## src/rtl/store_trace_buffer_if.sv

```systemverilog
// Head-of-FIFO trace port of the store trace buffer.
// The buffer drives valid/payload; the consumer drives ready.
interface store_trace_buffer_if #(
    parameter int SEQ_W = 16
);
    logic             trace_valid;
    logic             trace_ready;
    logic [31:0]      trace_adr;
    logic [31:0]      trace_data;
    logic [SEQ_W-1:0] trace_seq;

    modport master (
        output trace_valid,
        output trace_adr,
        output trace_data,
        output trace_seq,
        input  trace_ready
    );

    modport slave (
        input  trace_valid,
        input  trace_adr,
        input  trace_data,
        input  trace_seq,
        output trace_ready
    );
endinterface

```

## src/rtl/store_trace_buffer.sv

```systemverilog
// Passive data-memory store monitor: timestamps stores into a FIFO,
// drains them over a valid/ready port and flags end-of-program.
module store_trace_buffer #(
    parameter int          DEPTH     = 8,
    parameter logic [31:0] DONE_ADR  = 32'd216,
    parameter logic [31:0] PASS_DATA = 32'd4140,
    parameter int          SEQ_W     = 16
) (
    input  logic                  clk,
    input  logic                  reset,
    input  logic                  MemWrite,
    input  logic [31:0]           DataAdr,
    input  logic [31:0]           WriteData,
    store_trace_buffer_if.master  trace,
    output logic                  overflow,
    output logic                  misaligned,
    output logic                  done,
    output logic                  pass,
    output logic [SEQ_W-1:0]      store_count
);
    localparam int AW = $clog2(DEPTH);

    logic [31:0]      adr_mem  [DEPTH];
    logic [31:0]      data_mem [DEPTH];
    logic [SEQ_W-1:0] seq_mem  [DEPTH];

    logic [AW:0]      wr_ptr;
    logic [AW:0]      rd_ptr;
    logic [SEQ_W-1:0] seq_q;
    logic             overflow_q;
    logic             misaligned_q;
    logic             done_q;
    logic             pass_q;

    logic empty;
    logic full;
    logic observe;
    logic pop;
    logic push;
    logic drop;

    assign empty = (wr_ptr == rd_ptr);
    // Same index with opposite wrap bits means the write side lapped the read side.
    assign full  = (wr_ptr[AW] != rd_ptr[AW]) &&
                   (wr_ptr[AW-1:0] == rd_ptr[AW-1:0]);

    assign observe = MemWrite && !done_q;
    assign pop     = !empty && trace.trace_ready;
    assign push    = observe && (!full || pop);
    assign drop    = observe && full && !pop;

    always_ff @(posedge clk) begin
        if (reset) begin
            wr_ptr       <= '0;
            rd_ptr       <= '0;
            seq_q        <= '0;
            overflow_q   <= 1'b0;
            misaligned_q <= 1'b0;
            done_q       <= 1'b0;
            pass_q       <= 1'b0;
        end else begin
            if (push) begin
                wr_ptr <= wr_ptr + 1'b1;
            end
            if (pop) begin
                rd_ptr <= rd_ptr + 1'b1;
            end
            if (observe) begin
                seq_q <= seq_q + 1'b1;
                if (drop) begin
                    overflow_q <= 1'b1;
                end
                if (DataAdr[1:0] != 2'b00) begin
                    misaligned_q <= 1'b1;
                end
                if (DataAdr == DONE_ADR) begin
                    done_q <= 1'b1;
                    pass_q <= (WriteData == PASS_DATA);
                end
            end
        end
    end

    // Storage needs no reset; the empty flag gates every read.
    always_ff @(posedge clk) begin
        if (!reset && push) begin
            adr_mem[wr_ptr[AW-1:0]]  <= DataAdr;
            data_mem[wr_ptr[AW-1:0]] <= WriteData;
            seq_mem[wr_ptr[AW-1:0]]  <= seq_q;
        end
    end

    always_comb begin
        trace.trace_valid = !empty;
        trace.trace_adr   = '0;
        trace.trace_data  = '0;
        trace.trace_seq   = '0;
        if (!empty) begin
            trace.trace_adr  = adr_mem[rd_ptr[AW-1:0]];
            trace.trace_data = data_mem[rd_ptr[AW-1:0]];
            trace.trace_seq  = seq_mem[rd_ptr[AW-1:0]];
        end
    end

    assign overflow    = overflow_q;
    assign misaligned  = misaligned_q;
    assign done        = done_q;
    assign pass        = pass_q;
    assign store_count = seq_q;
endmodule
```

## src/flat_wrapper.sv

```systemverilog
// flat-port wrapper written by rule: the top's interface ports become plain ports
module store_trace_buffer_flat 
#(
    parameter int          DEPTH     = 8,
    parameter logic [31:0] DONE_ADR  = 32'd216,
    parameter logic [31:0] PASS_DATA = 32'd4140,
    parameter int          SEQ_W     = 16
)
  (clk, reset, MemWrite, DataAdr, WriteData, overflow, misaligned, done, pass, store_count, trace_trace_valid, trace_trace_adr, trace_trace_data, trace_trace_seq, trace_trace_ready);
  store_trace_buffer_if #(.SEQ_W(SEQ_W)) trace_i ();
  input  logic clk;
  input  logic reset;
  input  logic MemWrite;
  input  logic [31:0] DataAdr;
  input  logic [31:0] WriteData;
  output logic overflow;
  output logic misaligned;
  output logic done;
  output logic pass;
  output logic [SEQ_W-1:0] store_count;
  output wire logic [$bits(trace_i.trace_valid)-1:0] trace_trace_valid;
  output wire logic [$bits(trace_i.trace_adr)-1:0] trace_trace_adr;
  output wire logic [$bits(trace_i.trace_data)-1:0] trace_trace_data;
  output wire logic [$bits(trace_i.trace_seq)-1:0] trace_trace_seq;
  input wire logic [$bits(trace_i.trace_ready)-1:0] trace_trace_ready;
  assign trace_trace_valid = trace_i.trace_valid;
  assign trace_trace_adr = trace_i.trace_adr;
  assign trace_trace_data = trace_i.trace_data;
  assign trace_trace_seq = trace_i.trace_seq;
  assign trace_i.trace_ready = trace_trace_ready;
  store_trace_buffer #(.DEPTH(DEPTH), .DONE_ADR(DONE_ADR), .PASS_DATA(PASS_DATA), .SEQ_W(SEQ_W)) u_core (.clk(clk), .reset(reset), .MemWrite(MemWrite), .DataAdr(DataAdr), .WriteData(WriteData), .trace(trace_i), .overflow(overflow), .misaligned(misaligned), .done(done), .pass(pass), .store_count(store_count));
endmodule
```

## config.mk

```make
export PLATFORM = sky130hd
export DESIGN_NAME = store_trace_buffer_flat
export DESIGN_NICKNAME = d
export VERILOG_FILES = /design/src/rtl/store_trace_buffer_if.sv /design/src/rtl/store_trace_buffer.sv /design/src/flat_wrapper.sv
export SDC_FILE = /design/constraint.sdc
export NUM_CORES = 1
export LEC_CHECK = 0
export BUFFER_PORTS_ARGS = -buffer_cell sky130_fd_sc_hd__buf_2
export CAP_MARGIN = 20
export CORE_MARGIN = 2
export CORE_UTILIZATION = 45
export CTS_CLUSTER_DIAMETER = 60
export DETAILED_ROUTE_END_ITERATION = 10
export GPL_TIMING_DRIVEN = 1
export SLEW_MARGIN = 20
export SYNTH_ARGS = -nofsm -noshare
export SYNTH_HDL_FRONTEND = slang
export SYNTH_SLANG_ARGS = --single-unit
```

## constraint.sdc

```tcl
create_clock -name clk -period 8.97 [get_ports clk]
set_input_delay 0.897 -clock clk [delete_from_list [all_inputs] [get_ports clk]]
set_output_delay 0.897 -clock clk [all_outputs]
set_load 0.02 [all_outputs]
```

# Yosys cells after proc, flatten, opt, wreduce, memory -nomap -nowiden
# Memories as Yosys holds them, arrays and structs flattened. A register that Yosys moved wholly into a read port is not among the register bits.
# Index checks and enable logic that the tools add are counted.
[totals] reg_bits=28 mem_bits_rw=640 in_bits=68 output_inout_bits=101 wordCells=46 memories=3
[memory_table] memory="u_core.adr_mem" depth=8 word_bits=32 read_ports=1 rd_ports_with_merged_regs=1 wr=1 line="store_trace_buffer.sv:23" source="logic [31:0] adr_mem [DEPTH];"
[memory_table] memory="u_core.data_mem" depth=8 word_bits=32 read_ports=1 rd_ports_with_merged_regs=1 wr=1 line="store_trace_buffer.sv:24" source="logic [31:0] data_mem [DEPTH];"
[memory_table] memory="u_core.seq_mem" depth=8 word_bits=16 read_ports=1 rd_ports_with_merged_regs=1 wr=1 line="store_trace_buffer.sv:25" source="logic [SEQ_W-1:0] seq_mem [DEPTH];"
[classes] n_addsub=3 eq_ne=5 muxes=11 n_reduce_logical=17
[op_table] operator="32-bit 2-to-1 mux" n=2
[op_table] operator="32-bit by 13-bit equality test with 1-bit output (second input constant)" n=1
[op_table] operator="32-bit by 8-bit equality test with 1-bit output (second input constant)" n=1
[op_table] operator="3-bit 2-to-1 mux" n=6
[op_table] operator="16-bit by 1-bit adder with 16-bit output (second input constant)" n=1
[op_table] operator="16-bit 2-to-1 mux" n=1
[op_table] operator="4-bit by 1-bit adder with 4-bit output (second input constant)" n=2
[op_table] operator="1-bit logical AND" n=7
[op_table] operator="2-bit AND reduction" n=3
[op_table] operator="1-bit logical NOT" n=5
[op_table] operator="4-bit equality test" n=1
[op_table] operator="3-bit equality test" n=1
[op_table] operator="1-bit 2-to-1 mux" n=2
[op_table] operator="2-bit nonzero test" n=1
[op_table] operator="1-bit logical OR" n=1
[op_table] operator="1-bit != test" n=1

# Logic depth before layout (Yosys ltp)
# Gate-level depths: netlist of run 1.
[depth] ltp_word=8 ltp_mapped=6 ltp_nobuf=5

# Worst setup path before layout of run 1
# OpenSTA, ideal clock, no wires.
[synth_timing] path_type="in2reg" startpoint="input port trace_trace_ready" endpoint="memory u_core.adr_mem[0][0], enable pin" setup_ns=0.716 arrival_ns=8.972 required_ns=8.254 slack_ns=-0.717 cell_stages=4 path_buffers=1 cell_sequence="and2b_1 a21o_1 buf_6 nor4_1"
[synth_between] elab_chain_len=6
[synth_lines] element="from (decl)" line="flat_wrapper.sv:25" source="input wire logic [$bits(trace_i.trace_ready)-1:0] trace_trace_ready;"
[synth_lines] element="1-bit logical AND" line="store_trace_buffer.sv:48" source="assign pop = !empty && trace.trace_ready;"
[synth_lines] element="1-bit logical OR" line="store_trace_buffer.sv:49" source="assign push = observe && (!full || pop);"
[synth_lines] element="1-bit logical AND" line="store_trace_buffer.sv:49"
[synth_lines] element="1-bit logical AND" line="store_trace_buffer.sv:86" source="if (!reset && push) begin"
[synth_lines] element="1-bit 2-to-1 mux" line="store_trace_buffer.sv:86"
[synth_lines] element="1-bit 2-to-1 mux (implied by the code)" line="store_trace_buffer.sv:87" source="adr_mem[wr_ptr[AW-1:0]] <= DataAdr;"
[synth_lines] element="to (decl)" line="store_trace_buffer.sv:23"
# Every way passes these cells.

==> results of run 1 <==
[worst max path at each step]
stage / start / depth (start not counted) / end / slack, ns
final: flop / 5 / trace_trace_adr[17] / 4.47
after global routing: flop / 5 / trace_trace_adr[17] / 4.07
after CTS: flop / 5 / trace_trace_adr[17] / 4.28
after detailed placement: trace_trace_ready / 6 / u_core.data_mem[5][23]$_DFFE_PP_ / 4.85
after global placement: trace_trace_ready / 6 / u_core.adr_mem[5][15]$_DFFE_PP_ / 4.86
after floorplan: trace_trace_ready / 4 / u_core.adr_mem[0][0]$_DFFE_PP_ / -0.72
[tightest hold or removal path: cells and delay by family (launching register included)]
family             cells  cell delay (ns)
DFF                    1             0.33
AOI/OAI and AO/OA      2             0.14
[registers in the layout, summed over array words and instances, names as in the netlist, named ones only]
name                cells
u_core.adr_mem        256
u_core.data_mem       256
u_core.done             1
u_core.misaligned       1
u_core.overflow         1
u_core.pass             1
u_core.rd_ptr           4
u_core.seq_mem        128
u_core.store_count     16
u_core.wr_ptr           4
[Yosys cell counts, types with 2 or more instances]
master | instances | area share
a21oi_1 | 10 | 0.0019
and3_1 | 2 | 0.00048
buf_1 | 2 | 0.00029
buf_2 | 19 | 0.0037
buf_4 | 19 | 0.0055
buf_6 | 2 | 0.00087
clkbuf_1 | 19 | 0.0028
dfxtp_1 | 31 | 0.024
edfxtp_1 | 640 | 0.74
ha_1 | 3 | 0.0015
inv_1 | 5 | 0.00073
mux2_2 | 3 | 0.0013
mux2i_1 | 83 | 0.032
mux4_2 | 160 | 0.14
nand2_1 | 9 | 0.0013
nand2b_1 | 4 | 0.00097
nand3_1 | 6 | 0.0012
nand4_1 | 10 | 0.0024
nor2_1 | 96 | 0.014
nor2b_1 | 4 | 0.00097
nor3_1 | 8 | 0.0015
nor4_1 | 15 | 0.0036
nor4_2 | 2 | 0.00097
nor4b_1 | 2 | 0.00068
o21ai_0 | 4 | 0.00077
o31ai_1 | 2 | 0.00058
or3_1 | 4 | 0.00097
or4_1 | 3 | 0.00087
xnor2_1 | 3 | 0.0010
xor2_1 | 10 | 0.0034
[report_power, final]
part	switching, mW	internal [mW]	total, mW
registers	0.0568	3.47	3.53
logic	0.625	0.438	1.06
clock network	1.14	1.59	2.74
[cell usage in the layout, fill, tap and decap left out, types with 2 or more instances in the layout]
| master | n |
|---|---|
| buf_4 | 29 |
| nand4_1 | 10 |
| nor3_2 | 5 |
| nor2_1 | 96 |
| o21ai_0 | 4 |
| clkbuf_16 | 74 |
| xnor2_1 | 3 |
| o31ai_1 | 2 |
| nor4b_1 | 2 |
| nor4_4 | 2 |
| diode_2 | 2 |
| nor3_1 | 4 |
| edfxtp_1 | 640 |
| or4_1 | 3 |
| xor2_1 | 10 |
| clkbuf_1 | 21 |
| mux2i_1 | 83 |
| a21oi_1 | 10 |
| mux4_2 | 160 |
| nand2_1 | 9 |
| nor2b_1 | 4 |
| clkbuf_8 | 3 |
| buf_2 | 168 |
| nor4_1 | 10 |
| nand2b_1 | 4 |
| ha_1 | 3 |
| inv_1 | 5 |
| dfxtp_1 | 28 |
| nor4_2 | 5 |
| clkinv_1 | 8 |
| or3_1 | 4 |
| and3_1 | 2 |
| nand3_1 | 6 |
| inv_8 | 2 |
| bufinv_16 | 2 |
| mux2_2 | 3 |
| clkinv_2 | 10 |
| dfxtp_4 | 3 |
[layout make-up]
type,instances,area (sq um)
Antenna cell,2,5.00
Timing Repair Buffer,197,1060
Sequential cell,671,19900
Inverter,5,18.8
Clock inverter,24,180
Clock buffer,98,1970
Multi-Input combinational cell,463,5750
Fill cell,4498,26800
Tap cell,756,946
[per-stage QoR]
stage / setup slack [ns] / utilization
after floorplan: -0.717 / -
after global placement: 4.86 / 0.488
after detailed placement: 4.85 / 0.488
after CTS: 4.28 / 0.526
after global routing: 4.07 / 0.526
final: 4.47 / 0.526
[per-layer routing]
metal / part of all wire / wire, microns / global-route usage / vias up
li1: - / - / - / 5398
met1: 0.44 / 25100 / 0.270 / 6605
met2: 0.48 / 26900 / 0.303 / 336
met3: 0.055 / 3120 / 0.0370 / 95
met4: 0.023 / 1300 / 0.0588 / 8
met5: 0.00080 / 45 / 0 / -
[cell families (layout without fill, tap and decap cells)]
kind of cell / after synthesis / after routing / synth area share
xor gates and xnor gates: 14 / 14 / 0.00503
and+or+nand+nor: 175 / 175 / 0.0334
muxes: 246 / 246 / 0.173
other: 0 / 2 / 0
adders and majority gates: 3 / 3 / 0.00145
AOI/OAI and AO/OA: 25 / 25 / 0.00687
DFF: 671 / 671 / 0.767
buffers and inverters: 66 / 324 / 0.0138
==> impl_metrics.env, run 1 <==
export IMPL_status="finished, final reports clean"
export IMPL_drv_slew=0
export IMPL_crit_buf_inv=2
export IMPL_min_path_type="reg -> reg"
export IMPL_setup_viol=0
export IMPL_rsz0062_at_grt="false"
export IMPL_die_w_microns=244
export IMPL_drcViolationCount=0
export IMPL_cts_tree="built"
export IMPL_drtAntennaViolNets=0
export IMPL_worstMarginPinSlew_ns=1.15
export IMPL_placed_area_sq_um=27600
export IMPL_critical_path_max_fanout=44
export IMPL_hold_viol=0
export IMPL_finalWeightedCongestion=0.731
export IMPL_fin_crit_ns=4.50
export IMPL_crit_chain="buf_4 > mux4_2 > mux2i_1 > nor2_1 > buf_2"
export IMPL_core_area_sq_um=56600
export IMPL_wl_per_cell_microns=25.5
export IMPL_initial_utilization=0.457
export IMPL_synth_avg_cell_area_sq_um=21.6
export IMPL_grt_overflow=0
export IMPL_io_buffer_count=168
export IMPL_track_usage=0.191
export IMPL_cpPeakStageDelay_ns=0.99
export IMPL_row_count=87
export IMPL_slowest_stage="dfxtp_4"
export IMPL_synth_cell_types=50
export IMPL_max_freq_ghz=0.222
export IMPL_grt_pass1_wl_mm=83.3
export IMPL_ir_worst_vdd_mv=0.140
export IMPL_dr_pass1_iters=5
export IMPL_r2r_slack_ns=4.96
export IMPL_fin_area_sq_um=29800
export IMPL_drive_above_1_share=0.325
export IMPL_relSlewSlack=0.236
export IMPL_holdWs_ns=0.518
export IMPL_die_h_microns=244
export IMPL_cp_required_ns=8.07
export IMPL_area_delta_synth_final_pct=15.1
export IMPL_cts_resized=0
export IMPL_hp_start="u_core.rd_ptr[3]$_SDFFE_PP0N_"
export IMPL_syn_nets=1271
export IMPL_vias=12400
export IMPL_synth_async_reset_ratio=0
export IMPL_grt_pass1_vias=12900
export IMPL_grt_antenna_before_repair=5
export IMPL_synthesis_area_sq_um=25900
export IMPL_via_per_inst=5.61
export IMPL_cts_setup_buffers=0
export IMPL_first_iter_violations=970
export IMPL_worstRegToRegCells=6
export IMPL_htree_levels=3
export IMPL_fin_nets=1481
export IMPL_grt_max_degree=73
export IMPL_ys_seq_area_frac=0.767
export IMPL_clockRootBuffer="clkbuf_16"
export IMPL_path_clk_slew_ns=0.06
export IMPL_yosys_warnings=0
export IMPL_dp_cells=2092
export IMPL_wl_mm=56.4
export IMPL_cts_buffers=72
export IMPL_netlist_instances=1200
export IMPL_finalSetupTns_ns=0
export IMPL_clock_skew_ns=0.0152
export IMPL_drv_cap=0
export IMPL_power_total_mw=7.33
export IMPL_path_class="reg -> out"
export IMPL_worstHoldPathCells=2
export IMPL_io_pins=169
export IMPL_startpoint_type="flop"
export IMPL_path_delay_family="buffers and inverters"
export IMPL_cts_sinks=671
export IMPL_clk_latency_ns=0.59
export IMPL_clockBufferDepth=3
export IMPL_hold_buffers=0
export IMPL_r2r_end="u_core.adr_mem[5][27]$_DFFE_PP_"
export IMPL_synthFlopType="edfxtp_1"
export IMPL_synth_edff_count=640
export IMPL_holdPathEnd="u_core.rd_ptr[3]$_SDFFE_PP0N_"
export IMPL_cp_end_kind="output pin"
export IMPL_reg2reg_from="u_core.wr_ptr[1]$_SDFFE_PP0P_"
export IMPL_dpl_hpwl_mm=30.5
export IMPL_leakagePower_nw=9.47
export IMPL_period_share=0.502
export IMPL_stdcell_count=2216
export IMPL_die_area_sq_um=59400
export IMPL_cp_data_arrival_time_ns=3.61
export IMPL_p_per_area_nw_per_um2=246
export IMPL_ys_ff_latch=671
No activity file was read; power rests on OpenSTA's default activity.
==> run 2, diff against run 1 <==
--- a/config.mk
+++ b/config.mk
@@ -5,6 +5,7 @@
 export SDC_FILE = /design/constraint.sdc
 export NUM_CORES = 1
 export LEC_CHECK = 0
+export ABC_AREA = 1
 export BUFFER_PORTS_ARGS = -buffer_cell sky130_fd_sc_hd__buf_2
 export CAP_MARGIN = 20
 export CORE_MARGIN = 2
==> constraint.sdc (replaced) <==
create_clock -name clk -period 4.14 [get_ports clk]
set_input_delay 0.414 -clock clk [delete_from_list [all_inputs] [get_ports clk]]
set_output_delay 0.414 -clock clk [all_outputs]
set_load 0.02 [all_outputs]
==> run 2 against run 1 <==
Effect of this change:
- sequential power is 120% higher
- global-route usage increased by 1.5 points
- final cell count increased by 38%
- power grew 120%
- non-clock buffer count grew 8
- sequential share of layout area fell by 1.8 points
- combinational power is 120% higher
- core utilization is 0.43 points lower
==> impl_metrics.env, run 2 <==
export IMPL_startpoint_type="flop"
export IMPL_period_share=0.814
export IMPL_worst_slack_ns=0.772
export IMPL_synth_top_cell_by_area="edfxtp_1"
export IMPL_drive_above_1_share=0.144
export IMPL_dr_pass1_iters=6
export IMPL_wl_mm=62.9
export IMPL_wl_per_cell_microns=20.6
export IMPL_io_buffer_count=168
export IMPL_stdcell_count=3048
export IMPL_synth_edff_count=640
export IMPL_max_freq_ghz=0.297
export IMPL_grt_antenna_before_repair=5
export IMPL_p_comb_frac=0.145
export IMPL_initial_utilization=0.453
export IMPL_r2r_end="u_core.adr_mem[0][30]$_DFFE_PP_"
export IMPL_path_class="reg -> out"
export IMPL_cp_data_arrival_time_ns=2.95
export IMPL_most_common_layout_cells="edfxtp_1 (640), nor2_1 (543), o21ai_0 (312), buf_2 (168), o21ai_1 (98)"
export IMPL_worstMarginPinSlew_ns=1.05
export IMPL_synth_async_reset_ratio=0
export IMPL_row_count=89
export IMPL_synth_avg_cell_area_sq_um=12.9
export IMPL_place_ws_ns=1.28
export IMPL_clockPowerShare=0.383
export IMPL_cts_resized=0
export IMPL_setup_viol=0
export IMPL_cp_end_kind="output pin"
export IMPL_leakagePower_nw=10.4
export IMPL_htree_levels=3
export IMPL_relSlewSlack=0.299
export IMPL_internal_power_mw=11.9
export IMPL_grt_overflow=0
export IMPL_die_area_sq_um=61100
export IMPL_clk_latency_ns=0.60
export IMPL_synth_common_cells="edfxtp_1 (640), nor2_1 (550), o21ai_0 (312), o21ai_1 (98)"
export IMPL_switching_power_mw=4.27
export IMPL_cts_sinks=671
export IMPL_p_sw_frac=0.265
export IMPL_drv_slew=0
export IMPL_vias=16700
export IMPL_yosys_warnings=0
export IMPL_dpl_hpwl_mm=33.7
export IMPL_grt_pass1_vias=16000
export IMPL_clock_skew_ns=0.0149
export IMPL_hold_viol=0
export IMPL_clockBufferDepth=3
export IMPL_critical_path_max_fanout=35
export IMPL_reg2reg_from="u_core.wr_ptr[1]$_SDFFE_PP0P_"
export IMPL_n_fill_cell=4907
export IMPL_core_area_sq_um=58700
export IMPL_via_per_inst=5.46
export IMPL_synth_most_common_cell="edfxtp_1"
export IMPL_status="finished, final reports clean"
export IMPL_synth_area_top_cells="edfxtp_1 (72%), nor2_1 (7.8%), o21ai_0 (5.9%)"
export IMPL_rsz0062_at_grt="false"
export IMPL_grt_pass1_wl_mm=95.4
export IMPL_cp_required_ns=3.73
export IMPL_crit_start="u_core.wr_ptr[1]$_SDFFE_PP0P_"
export IMPL_p_per_area_nw_per_um2=527
export IMPL_fin_nets=2292
export IMPL_dp_cells=2921
export IMPL_syn_nets=2140
export IMPL_ir_worst_vdd_mv=0.300
export IMPL_io_pins=169
export IMPL_yosysTopAreaCellShare=0.722
export IMPL_synthFlopType="edfxtp_1"
export IMPL_cts_setup_buffers=0
export IMPL_area_delta_synth_final_pct=15.1
export IMPL_endpoint="trace_trace_seq[5]"
export IMPL_cts_tree="built"
export IMPL_die_w_microns=247
export IMPL_fin_crit_ns=3.37
export IMPL_netlist_instances=2069
export IMPL_seq_power_share=0.472
export IMPL_track_usage=0.206
export IMPL_synth_cell_types=33
export IMPL_drtAntennaViolNets=0
export IMPL_synthesis_area_sq_um=26600
export IMPL_min_path_type="in -> reg"
export IMPL_grt_max_degree=96
export IMPL_hold_buffers=0
export IMPL_cts_buffers=71
export IMPL_die_h_microns=247
export IMPL_first_iter_violations=1368
export IMPL_drcViolationCount=0
export IMPL_ys_ff_latch=671
export IMPL_clockRootBuffer="clkbuf_16"
export IMPL_worstRegToRegCells=7
export IMPL_finalWeightedCongestion=0.759
export IMPL_layout_commonest_cell="edfxtp_1"
export IMPL_ys_seq_area_frac=0.746
export IMPL_r2r_slack_ns=1.48
export IMPL_drv_cap=0
export IMPL_path_clk_slew_ns=0.06
## run 2: area by class of cell
cell class,count,area [sq um],area share
Antenna cell,3,7.51,0.000245
Clock buffer,91,1930,0.0632
Clock inverter,33,332,0.0108
Inverter,31,121,0.00396
Multi-Input combinational cell,1241,6110,0.200
Sequential cell,671,19900,0.648
Tap cell,773,967,0.0316
Timing Repair Buffer,205,1290,0.0423
## run 2: routing by layer
layer  vias up  wire (microns)  track usage
li1       7825               -            -
met1      8302           28300        0.294
met2       453           29900        0.327
met3        68            3480       0.0310
met4         2            1190       0.0613
met5         -              13            0
## run 2: worst min-delay path by stage
| stage | start | to | slack [ns] | depth (start not counted) |
|---|---|---|---|---|
| after global routing | WriteData[26] | u_core.data_mem[6][26]$_DFFE_PP_ | 0.1 | 1 |
| after floorplan | u_core.rd_ptr[3]$_SDFFE_PP0N_ | u_core.rd_ptr[3]$_SDFFE_PP0N_ | 0.45 | 2 |
| after CTS | DataAdr[17] | u_core.adr_mem[1][17]$_DFFE_PP_ | 0.06 | 1 |
| after global placement | u_core.misaligned$_SDFFE_PP0P_ | u_core.misaligned$_SDFFE_PP0P_ | 0.46 | 2 |
| after detailed placement | u_core.overflow$_SDFFE_PP0P_ | u_core.overflow$_SDFFE_PP0P_ | 0.46 | 1 |
| final | DataAdr[6] | u_core.adr_mem[2][6]$_DFFE_PP_ | 0.1 | 1 |
## run 2: metrics by stage
stage	power [mW]	utilization	cell area [sq um]	setup TNS, ns	hold WS [ns]
finish	16.1	0.522	30600	0	0.0956
global route	16.8	0.522	30600	0	0.0984
CTS	16.3	0.522	30600	0	0.0600
detailed placement	10.1	0.483	28300	0	0.463
global placement	10.1	0.483	28300	0	0.456
floorplan	9.32	-	26600	-224.46	0.452
## run 2: power groups by stage
stage          Clock, mW  Sequential, mW  Combinational (mW)
2_1_floorplan          0            7.69                1.63
3_3_place_gp           0            7.76                2.33
3_5_place_dp           0            7.76                2.36
4_1_cts             6.30            7.62                2.37
5_1_grt             6.57            7.63                2.60
6_report            6.18            7.62                2.35
## run 2: worst max-delay path, stage by stage, from the launching register on
cell     delay, ns
dfxtp_1       0.47
inv_2         0.07
nand2_1       0.06
nand2_1       0.05
nor2_1        0.21
nand3_4       0.52
buf_4         0.49
o21ai_1       0.15
nor2_1        0.12
buf_2         0.18
## run 2: kinds of logic after synthesis
group                    after synthesis  synth area share
flip-flops                           671             0.746
AND/OR/NAND/NOR                      642            0.0934
AO/OA/AOI/OAI                        510             0.100
buffers and inverters                157            0.0275
multiplexers                          80            0.0301
XOR/XNOR                               6           0.00197
adder cells (fa/ha/maj)                3           0.00141
==> run 3, diff against run 2 <==
==> constraint.sdc (replaced) <==
create_clock -name clk -period 3.5 [get_ports clk]
set_input_delay 0.35 -clock clk [delete_from_list [all_inputs] [get_ports clk]]
set_output_delay 0.35 -clock clk [all_outputs]
set_load 0.02 [all_outputs]
==> run 3 against run 2 <==
Effect of this change:
- combinational power rose by 20%
- largest power group unchanged
- clock power rose by 11%
- routed wire length decreased by 3.1%
- sequential cell count is the same
- hold slack got worse by 0.058 ns
- critical endpoint is now trace_trace_adr[27]
==> impl_metrics.env, run 3 (synthesis results as in run 2) <==
export IMPL_status="finished, final reports clean"
export IMPL_hold_viol=0
export IMPL_path_clk_slew_ns=0.06
export IMPL_setup_viol=0
export IMPL_grt_pass1_vias=15800
export IMPL_n_fill_cell=4897
export IMPL_fin_nets=2286
export IMPL_cts_setup_buffers=0
export IMPL_io_pins=169
export IMPL_io_buffer_count=168
export IMPL_rsz0062_at_grt="false"
export IMPL_grt_antenna_before_repair=2
export IMPL_cp_data_arrival_time_ns=2.83
export IMPL_cp_required_ns=3.15
export IMPL_finish_utilization=0.519
export IMPL_period_share=0.909
export IMPL_finalSetupTns_ns=0
export IMPL_worstMarginPinSlew_ns=1.06
export IMPL_cp_end_kind="output pin"
export IMPL_cts_tree="built"
export IMPL_startpoint_type="flop"
export IMPL_ir_worst_vdd_mv=0.306
export IMPL_max_freq_ghz=0.314
export IMPL_initial_utilization=0.453
export IMPL_grt_overflow=0
export IMPL_drv_slew=0
export IMPL_clockRootBuffer="clkbuf_16"
export IMPL_min_path_type="in -> reg"
export IMPL_drv_cap=0
export IMPL_power_total_mw=18.6
export IMPL_p_per_area_nw_per_um2=612
export IMPL_layout_commonest_cell="edfxtp_1"
export IMPL_grt_pass1_wl_mm=92.4
export IMPL_grt_max_degree=193
export IMPL_most_common_layout_cells="edfxtp_1 (640), nor2_1 (543), o21ai_0 (312), buf_2 (168), o21ai_1 (98)"
export IMPL_hold_buffers=0
export IMPL_path_class="reg -> out"
export IMPL_vias=16400
export IMPL_htree_levels=3
export IMPL_core_area_sq_um=58700
export IMPL_fin_crit_ns=3.18
export IMPL_leakagePower_nw=10.3
export IMPL_cts_buffers=70
export IMPL_critical_path_max_fanout=192
export IMPL_area_delta_synth_final_pct=14.5
export IMPL_via_per_inst=5.40
export IMPL_fin_area_sq_um=30500
export IMPL_first_iter_violations=1360
export IMPL_relSlewSlack=0.290
export IMPL_drive_above_1_share=0.138
export IMPL_wl_mm=60.9
export IMPL_die_w_microns=247
export IMPL_die_area_sq_um=61100
export IMPL_wl_per_cell_microns=20.1
export IMPL_dpl_hpwl_mm=32.3
export IMPL_dr_pass1_iters=5
export IMPL_placed_area_sq_um=28400
export IMPL_clk_latency_ns=0.59
export IMPL_track_usage=0.199
export IMPL_cts_sinks=671
export IMPL_cts_resized=0
export IMPL_row_count=89
export IMPL_clock_skew_ns=0.0222
export IMPL_drcViolationCount=0
export IMPL_die_h_microns=247
export IMPL_drtAntennaViolNets=0
export IMPL_clockBufferDepth=3
export IMPL_finalWeightedCongestion=0.784
export IMPL_holdWs_ns=0.0372
[run 3: changes by cell type in the layout (fill, tap and decap cells not counted), sizes merged]
cell | before | now
clkinv | 26 | 28
diode | 3 | 1
clkinvlp | 1 | 2
buf | 205 | 200
bufinv | 5 | 2
clkbuf | 91 | 88
[run 3: metal layers]
layer | routed length (microns) | GRT usage | vias to the layer above
met3 | 3430 | 0.0300 | 87
met4 | 1200 | 0.0585 | 2
met5 | 13 | 0 | -
li1 | - | - | 7797
met2 | 29100 | 0.320 | 452
met1 | 27200 | 0.281 | 8071
[run 3: where the power goes]
part | internal [mW] | switching, mW | leakage [nW] | total, mW
Sequential | 8.89 | 0.0617 | 6.02 | 8.95
Combinational | 0.861 | 1.95 | 3.20 | 2.81
Clock | 3.96 | 2.91 | 1.03 | 6.88
[run 3: layout make-up]
class                   instances  area, sq um  area share
well taps                     773          967      0.0318
diodes                          1         2.50   0.0000822
inverters                      31          121     0.00398
flip-flops and latches        671        19900       0.652
clock inverters                33          209     0.00686
clock buffers                  88         1890      0.0621
multi-input cells            1241         6110       0.201
repair buffers                200         1310      0.0429
[run 3: worst max-delay path: stages, from the launching register on]
cell,delay [ns]
dfxtp_4,0.40
buf_12,0.57
mux2i_1,0.35
o22ai_1,0.20
nor2_1,0.06
nor2_1,0.18
buf_2,0.19
[run 3: path summary, 6_finish.rpt]
kind / from / to / slack [ns] / cells after the start
hold reg to reg: u_core.overflow$_SDFFE_PP0P_ / u_core.overflow$_SDFFE_PP0P_ / 0.48 / 1
setup reg to reg: u_core.wr_ptr[2]$_SDFFE_PP0P_ / u_core.adr_mem[2][16]$_DFFE_PP_ / 0.95 / 5
setup / recovery: flop / trace_trace_adr[27] / 0.32 / 6
hold / removal: DataAdr[30] / u_core.adr_mem[1][30]$_DFFE_PP_ / 0.04 / 1
[run 3: stage by stage]
stage,std cells,worst slack [ns]
6_report,3038,0.319
5_1_grt,3038,0.0594
4_1_cts,3037,0.263
3_5_place_dp,2916,0.850
3_3_place_gp,2916,0.933
2_1_floorplan,2069,-1.28
